File: src/rtl/smg_scan_ctrl_if.sv
// smg_scan_ctrl_if
// Bundles the application-side load strobe and display data with the
// pin-side segment/scan outputs of the seven-segment scanner.
//   master : application / testbench (drives Load and data, watches pins)
//   slave  : smg_scan_ctrl
// Signals:
//   Load        single-cycle strobe that samples the data fields
//   Hex_In      packed nibbles, nibble k = digit k (digit 0 rightmost)
//   DP_In       per-digit decimal point
//   Blank_In    per-digit forced dark
//   LZ_En       leading-zero suppression enable
//   Brightness  PWM duty level, all-ones = maximum
//   SMG_Data    segment pins {dp,g,f,e,d,c,b,a}
//   Scan_Sig    one-hot digit select pins
//   Frame_Done  one-cycle pulse at the end of each frame
interface smg_scan_ctrl_if #(
  parameter int DIGITS    = 6,
  parameter int DUTY_BITS = 4
);
  logic                  Load;
  logic [4*DIGITS-1:0]   Hex_In;
  logic [DIGITS-1:0]     DP_In;
  logic [DIGITS-1:0]     Blank_In;
  logic                  LZ_En;
  logic [DUTY_BITS-1:0]  Brightness;
  logic [7:0]            SMG_Data;
  logic [DIGITS-1:0]     Scan_Sig;
  logic                  Frame_Done;

  modport master (
    output Load, Hex_In, DP_In, Blank_In, LZ_En, Brightness,
    input  SMG_Data, Scan_Sig, Frame_Done
  );

  modport slave (
    input  Load, Hex_In, DP_In, Blank_In, LZ_En, Brightness,
    output SMG_Data, Scan_Sig, Frame_Done
  );
endinterface

File: src/rtl/smg_scan_ctrl.sv
// smg_scan_ctrl
// Multiplexed seven-segment scanner with per-digit decimal point and
// blanking, leading-zero suppression, PWM brightness and frame-synchronous
// (tear-free) display updates.
// Ports:
//   CLK  system clock
//   RST  synchronous active-high reset
//   bus  smg_scan_ctrl_if.slave : Load/Hex_In/DP_In/Blank_In/LZ_En/
//        Brightness in, SMG_Data/Scan_Sig/Frame_Done out (all registered)
module smg_scan_ctrl #(
  parameter int DIGITS          = 6,
  parameter int SCAN_DIV        = 50000,
  parameter int DUTY_BITS       = 4,
  parameter bit SEG_ACTIVE_LOW  = 1'b1,
  parameter bit SCAN_ACTIVE_LOW = 1'b1
) (
  input logic           CLK,
  input logic           RST,
  smg_scan_ctrl_if.slave bus
);

  localparam int SW = $clog2(SCAN_DIV);
  localparam int DW = $clog2(DIGITS);

  logic [SW-1:0]              slot_cnt;
  logic [DW-1:0]              digit_idx;

  // Shadow set collects Loads; active set is what is being scanned out.
  logic [DIGITS-1:0][3:0]     shd_hex, act_hex;
  logic [DIGITS-1:0]          shd_dp, act_dp;
  logic [DIGITS-1:0]          shd_blank, act_blank;
  logic                       shd_lz, act_lz;
  logic [DUTY_BITS-1:0]       shd_bright, act_bright;
  logic                       pending;

  logic                       slot_last;
  logic                       boundary;
  logic [DIGITS-1:0]          supp;
  logic                       leading;
  logic                       dark;
  logic                       window;
  logic [7:0]                 seg_raw;
  logic [DIGITS-1:0]          scan_raw;

  function automatic logic [6:0] decode(input logic [3:0] nib);
    case (nib)
      4'h0: decode = 7'h3F;
      4'h1: decode = 7'h06;
      4'h2: decode = 7'h5B;
      4'h3: decode = 7'h4F;
      4'h4: decode = 7'h66;
      4'h5: decode = 7'h6D;
      4'h6: decode = 7'h7D;
      4'h7: decode = 7'h07;
      4'h8: decode = 7'h7F;
      4'h9: decode = 7'h6F;
      4'hA: decode = 7'h77;
      4'hB: decode = 7'h7C;
      4'hC: decode = 7'h39;
      4'hD: decode = 7'h5E;
      4'hE: decode = 7'h79;
      default: decode = 7'h71;
    endcase
  endfunction

  assign slot_last = (slot_cnt == SW'(SCAN_DIV - 1));
  assign boundary  = slot_last && (digit_idx == DW'(DIGITS - 1));

  // Walk down from the most significant digit; a zero nibble without a
  // decimal point stays dark until the first significant digit is met.
  // Digit 0 is never considered so a zero value still shows "0".
  always_comb begin
    supp    = '0;
    leading = act_lz;
    for (int k = DIGITS - 1; k >= 1; k--) begin
      if (leading && (act_hex[k] == 4'h0) && !act_dp[k])
        supp[k] = 1'b1;
      else
        leading = 1'b0;
    end
  end

  // Slot cycle 0 is always off so the previous digit's select has fully
  // released before the next digit drives (prevents ghosting).
  always_comb begin
    dark     = act_blank[digit_idx] | supp[digit_idx];
    window   = (slot_cnt != '0) && (slot_cnt[DUTY_BITS-1:0] <= act_bright);
    seg_raw  = dark ? 8'h00 : {act_dp[digit_idx], decode(act_hex[digit_idx])};
    scan_raw = '0;
    if (!dark && window)
      scan_raw[digit_idx] = 1'b1;
  end

  always_ff @(posedge CLK) begin
    if (RST) begin
      slot_cnt       <= '0;
      digit_idx      <= '0;
      pending        <= 1'b0;
      shd_hex        <= '0;
      shd_dp         <= '0;
      shd_blank      <= '0;
      shd_lz         <= 1'b0;
      shd_bright     <= '0;
      act_hex        <= '0;
      act_dp         <= '0;
      act_blank      <= '1;
      act_lz         <= 1'b0;
      act_bright     <= '1;
      bus.SMG_Data   <= {8{SEG_ACTIVE_LOW}};
      bus.Scan_Sig   <= {DIGITS{SCAN_ACTIVE_LOW}};
      bus.Frame_Done <= 1'b0;
    end else begin
      if (slot_last) begin
        slot_cnt  <= '0;
        digit_idx <= (digit_idx == DW'(DIGITS - 1)) ? '0 : digit_idx + DW'(1);
      end else begin
        slot_cnt  <= slot_cnt + SW'(1);
      end

      if (bus.Load) begin
        shd_hex    <= bus.Hex_In;
        shd_dp     <= bus.DP_In;
        shd_blank  <= bus.Blank_In;
        shd_lz     <= bus.LZ_En;
        shd_bright <= bus.Brightness;
      end

      // A Load landing exactly on the boundary bypasses the shadow so it
      // is not delayed by a whole frame.
      if (boundary) begin
        pending <= 1'b0;
        if (bus.Load) begin
          act_hex    <= bus.Hex_In;
          act_dp     <= bus.DP_In;
          act_blank  <= bus.Blank_In;
          act_lz     <= bus.LZ_En;
          act_bright <= bus.Brightness;
        end else if (pending) begin
          act_hex    <= shd_hex;
          act_dp     <= shd_dp;
          act_blank  <= shd_blank;
          act_lz     <= shd_lz;
          act_bright <= shd_bright;
        end
      end else if (bus.Load) begin
        pending <= 1'b1;
      end

      bus.SMG_Data   <= seg_raw ^ {8{SEG_ACTIVE_LOW}};
      bus.Scan_Sig   <= scan_raw ^ {DIGITS{SCAN_ACTIVE_LOW}};
      bus.Frame_Done <= boundary;
    end
  end

endmodule

File: src/flat_wrapper.sv
// flat-port wrapper written by rule: the top's interface ports become plain ports
module smg_scan_ctrl_flat 
#(
  parameter int DIGITS          = 6,
  parameter int SCAN_DIV        = 50000,
  parameter int DUTY_BITS       = 4,
  parameter bit SEG_ACTIVE_LOW  = 1'b1,
  parameter bit SCAN_ACTIVE_LOW = 1'b1
)
  (CLK, RST, bus_Load, bus_Hex_In, bus_DP_In, bus_Blank_In, bus_LZ_En, bus_Brightness, bus_SMG_Data, bus_Scan_Sig, bus_Frame_Done);
  smg_scan_ctrl_if #(.DIGITS(DIGITS), .DUTY_BITS(DUTY_BITS)) bus_i ();
  input logic CLK;
  input logic RST;
  input wire logic [$bits(bus_i.Load)-1:0] bus_Load;
  input wire logic [$bits(bus_i.Hex_In)-1:0] bus_Hex_In;
  input wire logic [$bits(bus_i.DP_In)-1:0] bus_DP_In;
  input wire logic [$bits(bus_i.Blank_In)-1:0] bus_Blank_In;
  input wire logic [$bits(bus_i.LZ_En)-1:0] bus_LZ_En;
  input wire logic [$bits(bus_i.Brightness)-1:0] bus_Brightness;
  output wire logic [$bits(bus_i.SMG_Data)-1:0] bus_SMG_Data;
  output wire logic [$bits(bus_i.Scan_Sig)-1:0] bus_Scan_Sig;
  output wire logic [$bits(bus_i.Frame_Done)-1:0] bus_Frame_Done;
  assign bus_i.Load = bus_Load;
  assign bus_i.Hex_In = bus_Hex_In;
  assign bus_i.DP_In = bus_DP_In;
  assign bus_i.Blank_In = bus_Blank_In;
  assign bus_i.LZ_En = bus_LZ_En;
  assign bus_i.Brightness = bus_Brightness;
  assign bus_SMG_Data = bus_i.SMG_Data;
  assign bus_Scan_Sig = bus_i.Scan_Sig;
  assign bus_Frame_Done = bus_i.Frame_Done;
  smg_scan_ctrl #(.DIGITS(DIGITS), .SCAN_DIV(SCAN_DIV), .DUTY_BITS(DUTY_BITS), .SEG_ACTIVE_LOW(SEG_ACTIVE_LOW), .SCAN_ACTIVE_LOW(SCAN_ACTIVE_LOW)) u_core (.CLK(CLK), .RST(RST), .bus(bus_i));
endmodule
File: config.mk
export PLATFORM = sky130hd
export DESIGN_NAME = smg_scan_ctrl_flat
export DESIGN_NICKNAME = d
export VERILOG_FILES = /design/src/rtl/smg_scan_ctrl_if.sv /design/src/rtl/smg_scan_ctrl.sv /design/src/flat_wrapper.sv
export SDC_FILE = /design/constraint.sdc
export NUM_CORES = 1
export LEC_CHECK = 0
export CORE_MARGIN = 2
export CORE_UTILIZATION = 25
export DETAILED_ROUTE_END_ITERATION = 10
export GPL_TIMING_DRIVEN = 0
export PLACE_DENSITY = 0.44
export SYNTH_ARGS = -nofsm -noshare
export SYNTH_HDL_FRONTEND = slang
export SYNTH_SLANG_ARGS = --single-unit
File: constraint.sdc
create_clock -name CLK -period 2.7 [get_ports CLK]
set_input_delay 0.54 -clock CLK [delete_from_list [all_inputs] [get_ports CLK]]
set_output_delay 0.54 -clock CLK [all_outputs]
set_load 0.05 [all_outputs]
==> metrics.csv <==
metric;value;unit
grt_overflow;0;
drtPass1Iterations;4;
die_h;145.3;um
clk_latency;0.42;ns
ys_async_sr_fraction;0;%
antenna_found_initial;0;
cts_tree;done;
path_max_fanout;10;
grt_usage;11.83;%
synth_top_area_share;46.89;%
cp.depth;7;
ir_drop;302.9;uV
diodes;0;
drc;0;
place_ws;-0.3170;ns
cp_top_family;simple AND/OR/NAND/NOR gates;
ioPinCount;59;
netlist_instances;509;
pwr-share-comb;4.9;%
synth.area.top_cells;dfxtp_1 (47%), mux2i_1 (11%), mux2_2 (7.7%);
min_path_type;reg -> reg;
die_x;145.3;um
crit_type;reg -> reg;
worst_setup_path_start_kind;register;
cts.repair.resized;3;
vias;3780;
core_area;19530;sq um
ant_nets;0;
max_slew_margin;37.75;%
end_kind;register;
setup_viol;0;
min_period;2.447;ns
clock-sinks;117;
worst-path-buf-inv;1;
syn_to_final_growth;29.91;%
place_congestion;0.7973;
r2r_start;u_core.act_hex[9];
p_leak;2.578;nW
synth_area_per_cell;9.813;sq um
ys_warn_count;0;
powerDensity;645.2;nW/um^2
die_area;21130;sq um
drive_above_1_share;13.40;%
crit_chain;or4_1, o41ai_1, a21oi_1, nor4_1, a311oi_1, clkbuf_1, nand4_1;
timing.final.ws_setup;0.2532;ns
p_int;3.229;mW
syn_area;4995;sq um
slowest_delay;0.55;ns
grt_pass1_vias;3800;
worstMarginPinSlew;0.9337;ns
switching_share;22.87;%
synth_cell_types;47;
clockRootBuffer;clkbuf_16;
timing.final.crit_share;90.62;%
cts.htree.levels;4;
fmax;0.4087;GHz
status;complete, no violations;
r2r-end;u_core.bus.Scan_Sig[3];
power_switching;957.3;uW
cts_setup_buffers;0;
synth-seq-cells;117;
final-max-slew-violation-count;0;
clock_path_buffers;2;
multi_input_area;2489;sq um
finalHoldViolCount;0;
seq_area;2342;sq um
numCtsBuffers;17;
r2r_cells;7;
rsz0062_at_grt;no;
first_iter_violations;182;
layout.nets;639;
ctsHoldBuffers;0;
seqPwrFrac;42.6;%
start_util;25.58;%
vias_per_cell;4.385;
clockPowerShare;52.5;%
rrSetupSlack;0.25;ns
maxCapViolCount;0;
synth_edf_count;0;
yosys.area.top_type;dfxtp_1;
synth_nets;564;
port_buffers;56;
avgRoutedWirePerCell;14.00;um
finalSetupTns;0;ns
hold_start;u_core.act_blank[5];
synth-seq-area-share;46.89;%
grt_pass1_wl;19510;um
wl;12070;um
min_path_cells;1;
fill_cells;2059;
synthFlopType;dfxtp_1;
hold_end;u_core.act_blank[5];
worstPathArrival;2.80;ns
crit_path_top_delay_cell;or4_1;
worstPathRequired;3.05;ns
dp_hpwl;9101;um
path_clk_slew;0.06;ns
grt_max_degree;17;
rows;51;
final.setup_skew;0.006173;ns
## synth_stat cells (10+ instances only)
| library cell | number |
|---|---|
| nor2_1 | 84 |
| inv_1 | 14 |
| nand2_1 | 18 |
| mux2i_1 | 53 |
| a211o_1 | 10 |
| mux2_2 | 34 |
| a21oi_1 | 10 |
| nand3_1 | 10 |
| ha_1 | 11 |
| dfxtp_1 | 117 |
| nor2b_1 | 35 |
| clkbuf_1 | 19 |
## area by class of cell
| type | instances | area share [%] |
|---|---|---|
| Clock inverter | 15 | 2.449 |
| Inverter | 14 | 0.8099 |
| Timing Repair Buffer | 56 | 8.639 |
| Sequential cell | 117 | 36.10 |
| Buffer | 30 | 1.986 |
| Multi-Input combinational cell | 348 | 38.35 |
| Tap cell | 265 | 5.110 |
| Clock buffer | 17 | 6.556 |
## worst max-delay path by stage
| stage | start | to | slack [ns] |
|---|---|---|---|
| 2_1_floorplan | u_core.digit_idx[0] | u_core.bus.SMG_Data[3] | 0.30 |
| 3_3_place_gp | u_core.digit_idx[0] | u_core.bus.SMG_Data[3] | -0.32 |
| 3_5_place_dp | u_core.digit_idx[0] | u_core.bus.SMG_Data[3] | -0.32 |
| 4_1_cts | u_core.digit_idx[0] | u_core.bus.SMG_Data[3] | 0.05 |
| 5_1_grt | u_core.digit_idx[0] | u_core.bus.SMG_Data[6] | 0.02 |
| 6_report | u_core.act_hex[9] | u_core.bus.Scan_Sig[3] | 0.25 |
## registers in the layout (all words and copies together), names as in the netlist
| register | flops |
|---|---|
| u_core.act_hex | 24 |
| u_core.shd_hex | 24 |
| u_core.slot_cnt | 16 |
| u_core.bus.SMG_Data | 8 |
| u_core.act_blank | 6 |
| u_core.act_dp | 6 |
| u_core.bus.Scan_Sig | 6 |
| u_core.shd_blank | 6 |
| u_core.shd_dp | 6 |
| u_core.act_bright | 4 |
| u_core.shd_bright | 4 |
| u_core.digit_idx | 3 |
| u_core.act_lz | 1 |
| u_core.bus.Frame_Done | 1 |
| u_core.pending | 1 |
| u_core.shd_lz | 1 |
## kinds of logic (layout without fill, tap and decap cells)
logic type      after synthesis  in the layout  synth area share (%)
flops                       117            117                 46.89
mux                          89             89                 19.19
fa+ha+maj                    11             11                 2.755
xor+xnor                     12             12                 2.104
compound gates               42             42                 5.912
simple gates                194            194                 19.64
buf+inv                      44            132                 3.507
## layer usage
metal / track usage, % / routed length, um / up-vias
li1: - / - / 1912
met2: 18.77 / 5405 / 67
met5: 0 / 0 / -
met1: 14.67 / 5860 / 1777
met3: 3.574 / 524 / 24
met4: 5.784 / 279 / 0
## power by group through the flow
stage               Sequential [mW]  Clock [mW]  Combinational [mW]
finish                         1.78        2.20               0.204
global route                   1.79        2.32               0.229
CTS                            1.78        2.25               0.210
detailed placement             1.82           0               0.209
global placement               1.82           0               0.207
floorplan                      1.81           0               0.111
## per-stage QoR
step                utilization [%]  cells  hold WS [ns]  instance area (sq um)  total power, mW
finish                        33.23    862        0.4645                   6489            4.186
global placement              30.15    830        0.4451                   5887            2.026
floorplan                         -    509        0.4258                   4995            1.926
detailed placement            30.15    830        0.4519                   5887            2.029
global route                  33.23    862        0.4829                   6489            4.333
CTS                           33.16    862        0.4667                   6475            4.243
## placed cells by master (no fill, tap or decap), types with 3 or more instances in the layout
cell type          n
dfxtp_1          117
nor2_1            84
clkdlybuf4s50_1   56
mux2i_1           53
nor2b_1           35
mux2_2            34
clkbuf_1          18
nand2_1           18
clkbuf_16         17
inv_1             14
ha_1              11
nand3_1           10
a211o_1           10
a21oi_1            9
nor3_1             8
nand4_1            7
o21ai_0            7
buf_1              6
xor2_1             6
xnor2_1            6
clkinvlp_4         6
nand2b_1           4
nand4b_1           4
nor4_1             4
o221ai_1           4
clkinv_4           4
buf_2              3
and2_1             3
and3_1             3
or3_1              3
Note: power is estimated with default switching activity, not from simulation.
